<file path="config.mk">
export PLATFORM = sky130hd
export DESIGN_NAME = button_conditioner
export DESIGN_NICKNAME = d
export VERILOG_FILES = /design/src/rtl/button_pkg.sv /design/src/rtl/debounce_channel.sv /design/src/rtl/button_conditioner.sv
export SDC_FILE = /design/constraint.sdc
export NUM_CORES = 1
export LEC_CHECK = 0
export BUFFER_PORTS_ARGS = -buffer_cell sky130_fd_sc_hd__buf_4
export CAP_MARGIN = 20
export CORE_ASPECT_RATIO = 0.9
export CORE_MARGIN = 5
export CORE_UTILIZATION = 56
export CTS_CLUSTER_SIZE = 10
export DETAILED_ROUTE_END_ITERATION = 8
export PLACE_DENSITY = 0.79
export SLEW_MARGIN = 20
export SYNTH_ARGS = -nofsm -noshare
export SYNTH_HDL_FRONTEND = slang
export SYNTH_SLANG_ARGS = --single-unit
export TNS_END_PERCENT = 100
</file>
<file path="constraint.sdc">
create_clock -name clk -period 1.5 [get_ports clk]
set_clock_uncertainty 0.15 [all_clocks]
set_input_delay 0.075 -clock clk [delete_from_list [all_inputs] [get_ports clk]]
set_output_delay 0.075 -clock clk [all_outputs]
set_load 0.01 [all_outputs]
</file>
<file path="src/rtl/button_pkg.sv">
// Shared types and constants for the push-button conditioning path.
// Pure declarations; no latency or flow control of its own.
// Channel indices match the action FSM's buttons[2:0] bit assignment.
package button_pkg;

    typedef enum logic [1:0] {
        DB_LO     = 2'd0,
        DB_CHK_HI = 2'd1,
        DB_HI     = 2'd2,
        DB_CHK_LO = 2'd3
    } db_state_t;

    localparam int BTN_JUMP      = 2;
    localparam int BTN_RUN       = 1;
    localparam int BTN_AUX       = 0;
    localparam int BTN_N_BUTTONS = 3;

endpackage

</file>
<file path="src/rtl/debounce_channel.sv">
// One button channel: synchroniser, debounce FSM with run-length counter, edge pulses.
// Latency: SYNC_STAGES + DEBOUNCE_CYCLES rising edges from a clean raw edge to level.
// No backpressure: free-running, samples every cycle.
module debounce_channel
    import button_pkg::*;
#(
    parameter int SYNC_STAGES     = 2,
    parameter int DEBOUNCE_CYCLES = 4
) (
    input  logic clk,
    input  logic reset,
    input  logic raw,
    output logic level,
    output logic pressed,
    output logic released
);

    localparam int CW = $clog2(DEBOUNCE_CYCLES);
    localparam logic [CW-1:0] CNT_LAST = CW'(DEBOUNCE_CYCLES - 1);

    logic [SYNC_STAGES-1:0] sync_q;
    logic                   sync;
    db_state_t              state, state_nxt;
    logic [CW-1:0]          count, count_nxt;
    logic                   level_d;

    always_ff @(posedge clk) begin
        if (reset) begin
            sync_q  <= '0;
            state   <= DB_LO;
            count   <= '0;
            level_d <= 1'b0;
        end else begin
            sync_q  <= {sync_q[SYNC_STAGES-2:0], raw};
            state   <= state_nxt;
            count   <= count_nxt;
            level_d <= level;
        end
    end

    assign sync = sync_q[SYNC_STAGES-1];

    // Any opposite sample drops back to the current stable state; count never wraps
    // because reaching CNT_LAST always leaves the check state.
    always_comb begin
        state_nxt = DB_LO;
        count_nxt = '0;
        case (state)
            DB_LO: begin
                if (sync) begin
                    state_nxt = DB_CHK_HI;
                    count_nxt = CW'(1);
                end else begin
                    state_nxt = DB_LO;
                end
            end
            DB_CHK_HI: begin
                if (!sync) begin
                    state_nxt = DB_LO;
                end else if (count == CNT_LAST) begin
                    state_nxt = DB_HI;
                end else begin
                    state_nxt = DB_CHK_HI;
                    count_nxt = count + CW'(1);
                end
            end
            DB_HI: begin
                if (!sync) begin
                    state_nxt = DB_CHK_LO;
                    count_nxt = CW'(1);
                end else begin
                    state_nxt = DB_HI;
                end
            end
            DB_CHK_LO: begin
                if (sync) begin
                    state_nxt = DB_HI;
                end else if (count == CNT_LAST) begin
                    state_nxt = DB_LO;
                end else begin
                    state_nxt = DB_CHK_LO;
                    count_nxt = count + CW'(1);
                end
            end
            default: begin
                state_nxt = DB_LO;
                count_nxt = '0;
            end
        endcase
    end

    // Level stays high while a release is still being qualified.
    assign level    = (state == DB_HI) || (state == DB_CHK_LO);
    assign pressed  = level & ~level_d;
    assign released = ~level & level_d;

endmodule

</file>
<file path="src/rtl/button_conditioner.sv">
// Conditions raw bouncing push-buttons into clean levels plus press/release pulses.
// Latency: SYNC_STAGES + DEBOUNCE_CYCLES edges (6 at defaults) from raw edge to buttons.
// No backpressure: outputs are levels/pulses consumed directly by the action FSM.
module button_conditioner
    import button_pkg::*;
#(
    parameter int N_BUTTONS       = BTN_N_BUTTONS,
    parameter int SYNC_STAGES     = 2,
    parameter int DEBOUNCE_CYCLES = 4
) (
    input  logic                 clk,
    input  logic                 reset,
    input  logic [N_BUTTONS-1:0] raw_buttons,
    output logic [N_BUTTONS-1:0] buttons,
    output logic [N_BUTTONS-1:0] pressed,
    output logic [N_BUTTONS-1:0] released
);

    for (genvar i = 0; i < N_BUTTONS; i++) begin : g_chan
        debounce_channel #(
            .SYNC_STAGES    (SYNC_STAGES),
            .DEBOUNCE_CYCLES(DEBOUNCE_CYCLES)
        ) u_chan (
            .clk     (clk),
            .reset   (reset),
            .raw     (raw_buttons[i]),
            .level   (buttons[i]),
            .pressed (pressed[i]),
            .released(released[i])
        );
    end

endmodule

</file>
==> results of run 1 <==
routing by layer:
metal | vias to the layer above | GRT usage, %
li1 | 277 | -
met2 | 10 | 23.02
met5 | - | 0
met3 | 2 | 5.714
met1 | 221 | 14.09
met4 | 0 | 6.122
critical path: stages:
cell and delay, ps:
dlygate4sd3_1 530, buf_4 240, nor2b_1 70, dlygate4sd3_1 560
flip-flops by register name, summed over array words and instances (netlist names):
name	count
g_chan.u_chan.state	6
g_chan.u_chan.level_d	3
g_chan.u_chan.count	6
g_chan.u_chan.sync_q	6
kinds of logic after synthesis:
family,after synthesis,synth area share (%)
simple gates,24,16.54
flops,21,50.07
buf+inv,14,10.58
compound gates,12,10.73
fa+ha+maj,6,8.942
xor+xnor,3,3.130
metrics by stage:
step / instances / power [W] / cell area [um^2] / hold WS, ps
2_1_floorplan: 80 / 0.0006069 / 839.6 / -3.389
3_3_place_gp: 94 / 0.0006170 / 867.1 / 138.9
3_5_place_dp: 94 / 0.0006184 / 867.1 / 145.0
4_1_cts: 105 / 0.0008993 / 963.4 / 307.8
5_1_grt: 105 / 0.0009309 / 963.4 / 318.0
6_report: 105 / 0.0008881 / 963.4 / 302.3
layout make-up:
type                    instances  area share (%)
clock buffers                   4           2.727
flip-flops and latches         21           43.64
well taps                      15           1.948
repair buffers                 20           17.40
multi-input cells              45           34.29
power groups by stage:
stage | Combinational, W | Clock [W] | Sequential, W
after floorplan | 0.0000191 | 0 | 0.000588
after global placement | 0.0000279 | 0 | 0.000589
after detailed placement | 0.0000288 | 0 | 0.000590
after CTS | 0.0000430 | 0.000279 | 0.000577
after global routing | 0.0000490 | 0.000303 | 0.000579
final | 0.0000433 | 0.000268 | 0.000577
synth_stat cells:
cell	number	area, um^2
a21bo_2	3	30.03
nand2_1	3	11.26
a211oi_1	6	45.04
nor3_1	3	15.01
nor2b_1	12	75.07
xnor2_1	3	26.28
buf_2	2	10.01
a21oi_1	3	15.01
nand3_1	3	15.01
and2b_1	3	22.52
dfxtp_1	21	420.4
buf_4	9	67.56
clkbuf_1	3	11.26
ha_1	6	75.07
cell usage in the layout, fill, tap and decap left out:
| master | netlist | routed |
|---|---|---|
| dfxtp_1 | 21 | 21 |
| buf_4 | 9 | 13 |
| nor2b_1 | 12 | 12 |
| dlygate4sd3_1 | 0 | 7 |
| a211oi_1 | 6 | 6 |
| ha_1 | 6 | 6 |
| and2b_1 | 3 | 3 |
| xnor2_1 | 3 | 3 |
| nand2_1 | 3 | 3 |
| nor3_1 | 3 | 3 |
| nand3_1 | 3 | 3 |
| a21bo_2 | 3 | 3 |
| a21oi_1 | 3 | 3 |
| clkbuf_4 | 0 | 3 |
| clkbuf_1 | 3 | 1 |
final timing paths:
check	startpoint	to
setup reg to reg	g_chan[0].u_chan.count[0]	g_chan[0].u_chan.state[1]
hold / removal	g_chan[0].u_chan.sync_q[0]	g_chan[0].u_chan.sync_q[1]
hold reg to reg	g_chan[0].u_chan.sync_q[0]	g_chan[0].u_chan.sync_q[1]
setup / recovery	reset	g_chan[0].u_chan.sync_q[0]
==> metrics.yaml, run 1 <==
outcome:
  status: "finished clean"
drt:
  first_iter_violations: 2
  met2_length_um: 618
  drtPass1Iterations: 3
  wl_mm: 1.259
  top_layer: "met4"
  drt-wirelength-per-cell_um: 11.99
  vias_per_cell: 4.857
  drt-met1-wl_um: 550
  routed-wl-met3_um: 79
  drtAntennaViolNets: 0
  vias: 510
  route.detailed.drc: 0
clock_network:
  postCtsHoldBufs: 7
  insertion_delay_ps: 300
  cts_buffers: 3
  cts_max_path_buffers: 2
  cts_root_buf: "clkbuf_4"
  clk_pin_slew_ps: 110
  post_cts_resized: 0
  cts_sinks: 21
  cts_htree_levels: 1
  cts_tree: "built"
  post-cts-setup-buffers: 0
placement:
  pre_cts_ws_ps: 395.2
  dp_hpwl_um: 804
  io_buffers: 13
  gp_congestion: 0.7208
sta:
  rsz0062_at_grt: "false"
  fin_crit_sh_pct: 95.79
  hold_viol: 0
  fmax_mhz: 696.0
  drv_slew: 0
  fin_crit_ps: 1437
  worstMarginPinSlew_ps: 313.6
  fin_setup_tns_ps: 0
  setup_ws_ps: 63.12
  slew_headroom_pct: 78.95
  setup_viol: 0
layout:
  area_growth_pct: 14.75
  seqCellArea_um2: 420.4
  final_util_pct: 67.31
  n_fill_cell: 120
  drive_above_1_share_pct: 21.11
  layout.nets: 102
  multi_input_area_um2: 330.3
  antennaDiodeCount: 0
floorplanning:
  die_x_um: 50.82
  die_area_um2: 2375
  rows: 13
  start_util_pct: 58.65
  ioPinCount: 14
  die_y_um: 46.74
  core_area_um2: 1431
min_path:
  hold_path.class: "reg -> reg"
  min_path_cells: 1
setup_path:
  startpoint_type: "input pin"
  worstPathRequired_ps: 1550
  crit_path_max_fanout: 21
  critical_path.endpoint_type: "flop"
  arrival_ps: 1490
  worstSetupPathType: "in -> reg"
  r2r_cells: 3
  rrSetupSlack_ps: 380
power:
  clkPwrFrac_pct: 30.2
  p_switching_w: 0.0001885
  power_switching_share_pct: 21.23
  ir_drop_mv: 0.7263
  power_frac_seq_pct: 64.9
  power.internal_w: 0.0006995
  pwr-share-comb_pct: 4.9
  p_per_area_nw_per_um2: 921.8
  total_leakage_power_nw: 0.4337
yosys:
  syn_avg_cell_area_um2: 10.49
  ys_types: 14
  netlist_instances: 80
  yosysSeqAreaShare_pct: 50.07
  yosys_register_bits: 21
  yosysWarningCount: 0
  syn_nets: 91
  syn-cell-area_um2: 839.6
global_route:
  track_usage_pct: 13.23
  antenna_found_initial: 0
  grt_pass1_wl_mm: 2.249
  first_global_vias: 515
  overflow: 0
  grt_max_degree: 22
run:
  cap_violations: 0
Power figures use the tool's default switching activity.
==> run 2: changes to the inputs <==
--- a/config.mk
+++ b/config.mk
@@ -8,7 +8,6 @@
 export BUFFER_PORTS_ARGS = -buffer_cell sky130_fd_sc_hd__buf_4
 export CAP_MARGIN = 20
 export CORE_ASPECT_RATIO = 0.9
-export CORE_MARGIN = 5
 export CORE_UTILIZATION = 56
 export CTS_CLUSTER_SIZE = 10
 export DETAILED_ROUTE_END_ITERATION = 8
==> constraint.sdc (replaced) <==
create_clock -name clk -period 1.5 [get_ports clk]
set_clock_uncertainty 0.15 [all_clocks]
set_input_delay 0.225 -clock clk [delete_from_list [all_inputs] [get_ports clk]]
set_output_delay 0.225 -clock clk [all_outputs]
set_load 0.01 [all_outputs]
==> metrics.yaml, run 2 (synthesis gave the netlist of run 1 again) <==
clock_network:
  cts_max_path_buffers: 2
  clk_pin_slew_ps: 110
  insertion_delay_ps: 300
  cts_root_buf: "clkbuf_4"
  cts_buffers: 3
  cts_tree: "built"
  post-cts-setup-buffers: 0
  cts_htree_levels: 1
  cts_sinks: 21
drt:
  route.detailed.drc: 0
  wl_mm: 1.076
  vias_per_cell: 5.100
  drtPass1Iterations: 2
  vias: 510
  drtAntennaViolNets: 0
  drt-wirelength-per-cell_um: 10.76
  first_iter_violations: 1
power:
  p_switching_w: 0.0001808
  power.internal_w: 0.0006926
  total_leakage_power_nw: 0.4138
  ir_drop_mv: 0.6236
  pwr-share-comb_pct: 4.0
  power_switching_share_pct: 20.70
  power_frac_seq_pct: 66.0
  p_per_area_nw_per_um2: 944.6
  clkPwrFrac_pct: 30.0
placement:
  pre_cts_ws_ps: 405.4
  post_dp_cell_area_um2: 865.8
  dp_hpwl_um: 753.3
  io_buffers: 13
  gp_congestion: 0.7472
floorplanning:
  ioPinCount: 14
  rows: 12
  core_area_um2: 1306
  die_area_um2: 1658
  die_x_um: 42.82
  die_y_um: 38.74
  start_util_pct: 64.27
layout:
  antennaDiodeCount: 0
  n_fill_cell: 95
  reg.largest.list: "g_chan.u_chan.count x6, g_chan.u_chan.state x6, g_chan.u_chan.sync_q x6"
  layout_common_cells: "19 x dfxtp_1, 13 x buf_4, 12 x nor2b_1"
  layout_commonest_cell: "dfxtp_1"
  drive_above_1_share_pct: 24.42
  final_util_pct: 70.79
  area_growth_pct: 10.13
  final_cell_area_um2: 924.6
  layout.nets: 98
setup_path:
  r2r-start: "g_chan[0].u_chan.count[0]"
  setup.worst_path.start: "g_chan[2].u_chan.state[1]"
  critPathBufInv: 1
  worstSetupPathType: "reg -> out"
  slowest_delay_ps: 420
  critical_path.endpoint_type: "output port"
  rrSetupSlack_ps: 380
  crit_family: "flip-flops"
  arrival_ps: 1040
  startpoint_type: "flop"
  worstPathRequired_ps: 1120
  slowest_stage: "dfxtp_1"
  r2r_cells: 3
  crit_path_max_fanout: 6
  r2r-end: "g_chan[0].u_chan.state[1]"
  path_cells: "and2b_1 -> buf_4"
global_route:
  track_usage_pct: 16.33
  antenna_found_initial: 0
  overflow: 0
  first_global_vias: 448
  grt_pass1_wl_mm: 1.856
  grt_max_degree: 22
sta:
  slew_headroom_pct: 81.63
  setup_viol: 0
  worstMarginPinSlew_ps: 273.6
  hold_viol: 0
  fin_setup_tns_ps: 0
  fmax_mhz: 705.6
  fin_crit_ps: 1417
  fin_crit_sh_pct: 94.49
  drv_slew: 0
  rsz0062_at_grt: "false"
  setup_ws_ps: 82.72
outcome:
  status: "finished clean"
run:
  cap_violations: 0
min_path:
  holdPathEnd: "g_chan[0].u_chan.state[1]"
  hold_path.class: "in -> reg"
  min_path_cells: 2
  hold_start: "reset"
[run 2: cell types whose count changed in the layout (fill, tap and decap cells not counted), sizes merged]
cell,before,now
dlygate4sd3,7,3
[run 2: repair_timing]
item	in CTS	in global routing
hold buffers	3	0
hold endpoints to repair	3	0
gates resized for setup	0	2
setup endpoints to repair	0	2
[run 2: metal layers]
metal | GRT usage (%) | part of all wire, % | vias up
li1 | - | - | 270
met1 | 17.48 | 43 | 223
met2 | 26.14 | 48 | 12
met3 | 8.411 | 5.9 | 5
met4 | 9.375 | 2.3 | 0
met5 | 0 | 0 | -
[run 2: per-stage QoR]
stage,hold WS [ps],power (W),instances
4_1_cts,72.89,0.0008878,100
3_5_place_dp,274.8,0.0006182,93
2_1_floorplan,146.6,0.0006069,80
6_report,75.51,0.0008734,100
3_3_place_gp,271.0,0.0006174,93
5_1_grt,64.24,0.0009223,100
[run 2: power groups by stage]
stage / registers [W] / clock network [W] / logic [W]
global route: 0.000579 / 0.000305 / 0.0000386
global placement: 0.000589 / 0 / 0.0000281
CTS: 0.000577 / 0.000276 / 0.0000349
detailed placement: 0.000590 / 0 / 0.0000287
floorplan: 0.000588 / 0 / 0.0000191
finish: 0.000577 / 0.000262 / 0.0000347
[run 2: layout make-up]
type                            instances  area [um^2]  share of cell area, %
Timing Repair Buffer                   16        127.6                  13.80
Clock buffer                            4        26.28                  2.842
Sequential cell                        21        422.9                  45.74
Tap cell                               14        17.52                  1.894
Multi-Input combinational cell         45        330.3                  35.72
[run 2: worst max-delay path by stage]
stage	to	slack [ps]	depth (start not counted)
after global placement	released[1]	430	2
after detailed placement	released[1]	410	2
after CTS	released[1]	50	2
after global routing	released[2]	10	2
after floorplan	released[0]	450	2
final	released[2]	80	2
[run 2: worst reg2reg max path: stages, from the launching register on]
cell     delay, ps
dfxtp_1        340
ha_1           220
a21bo_2        220
a21oi_1        120
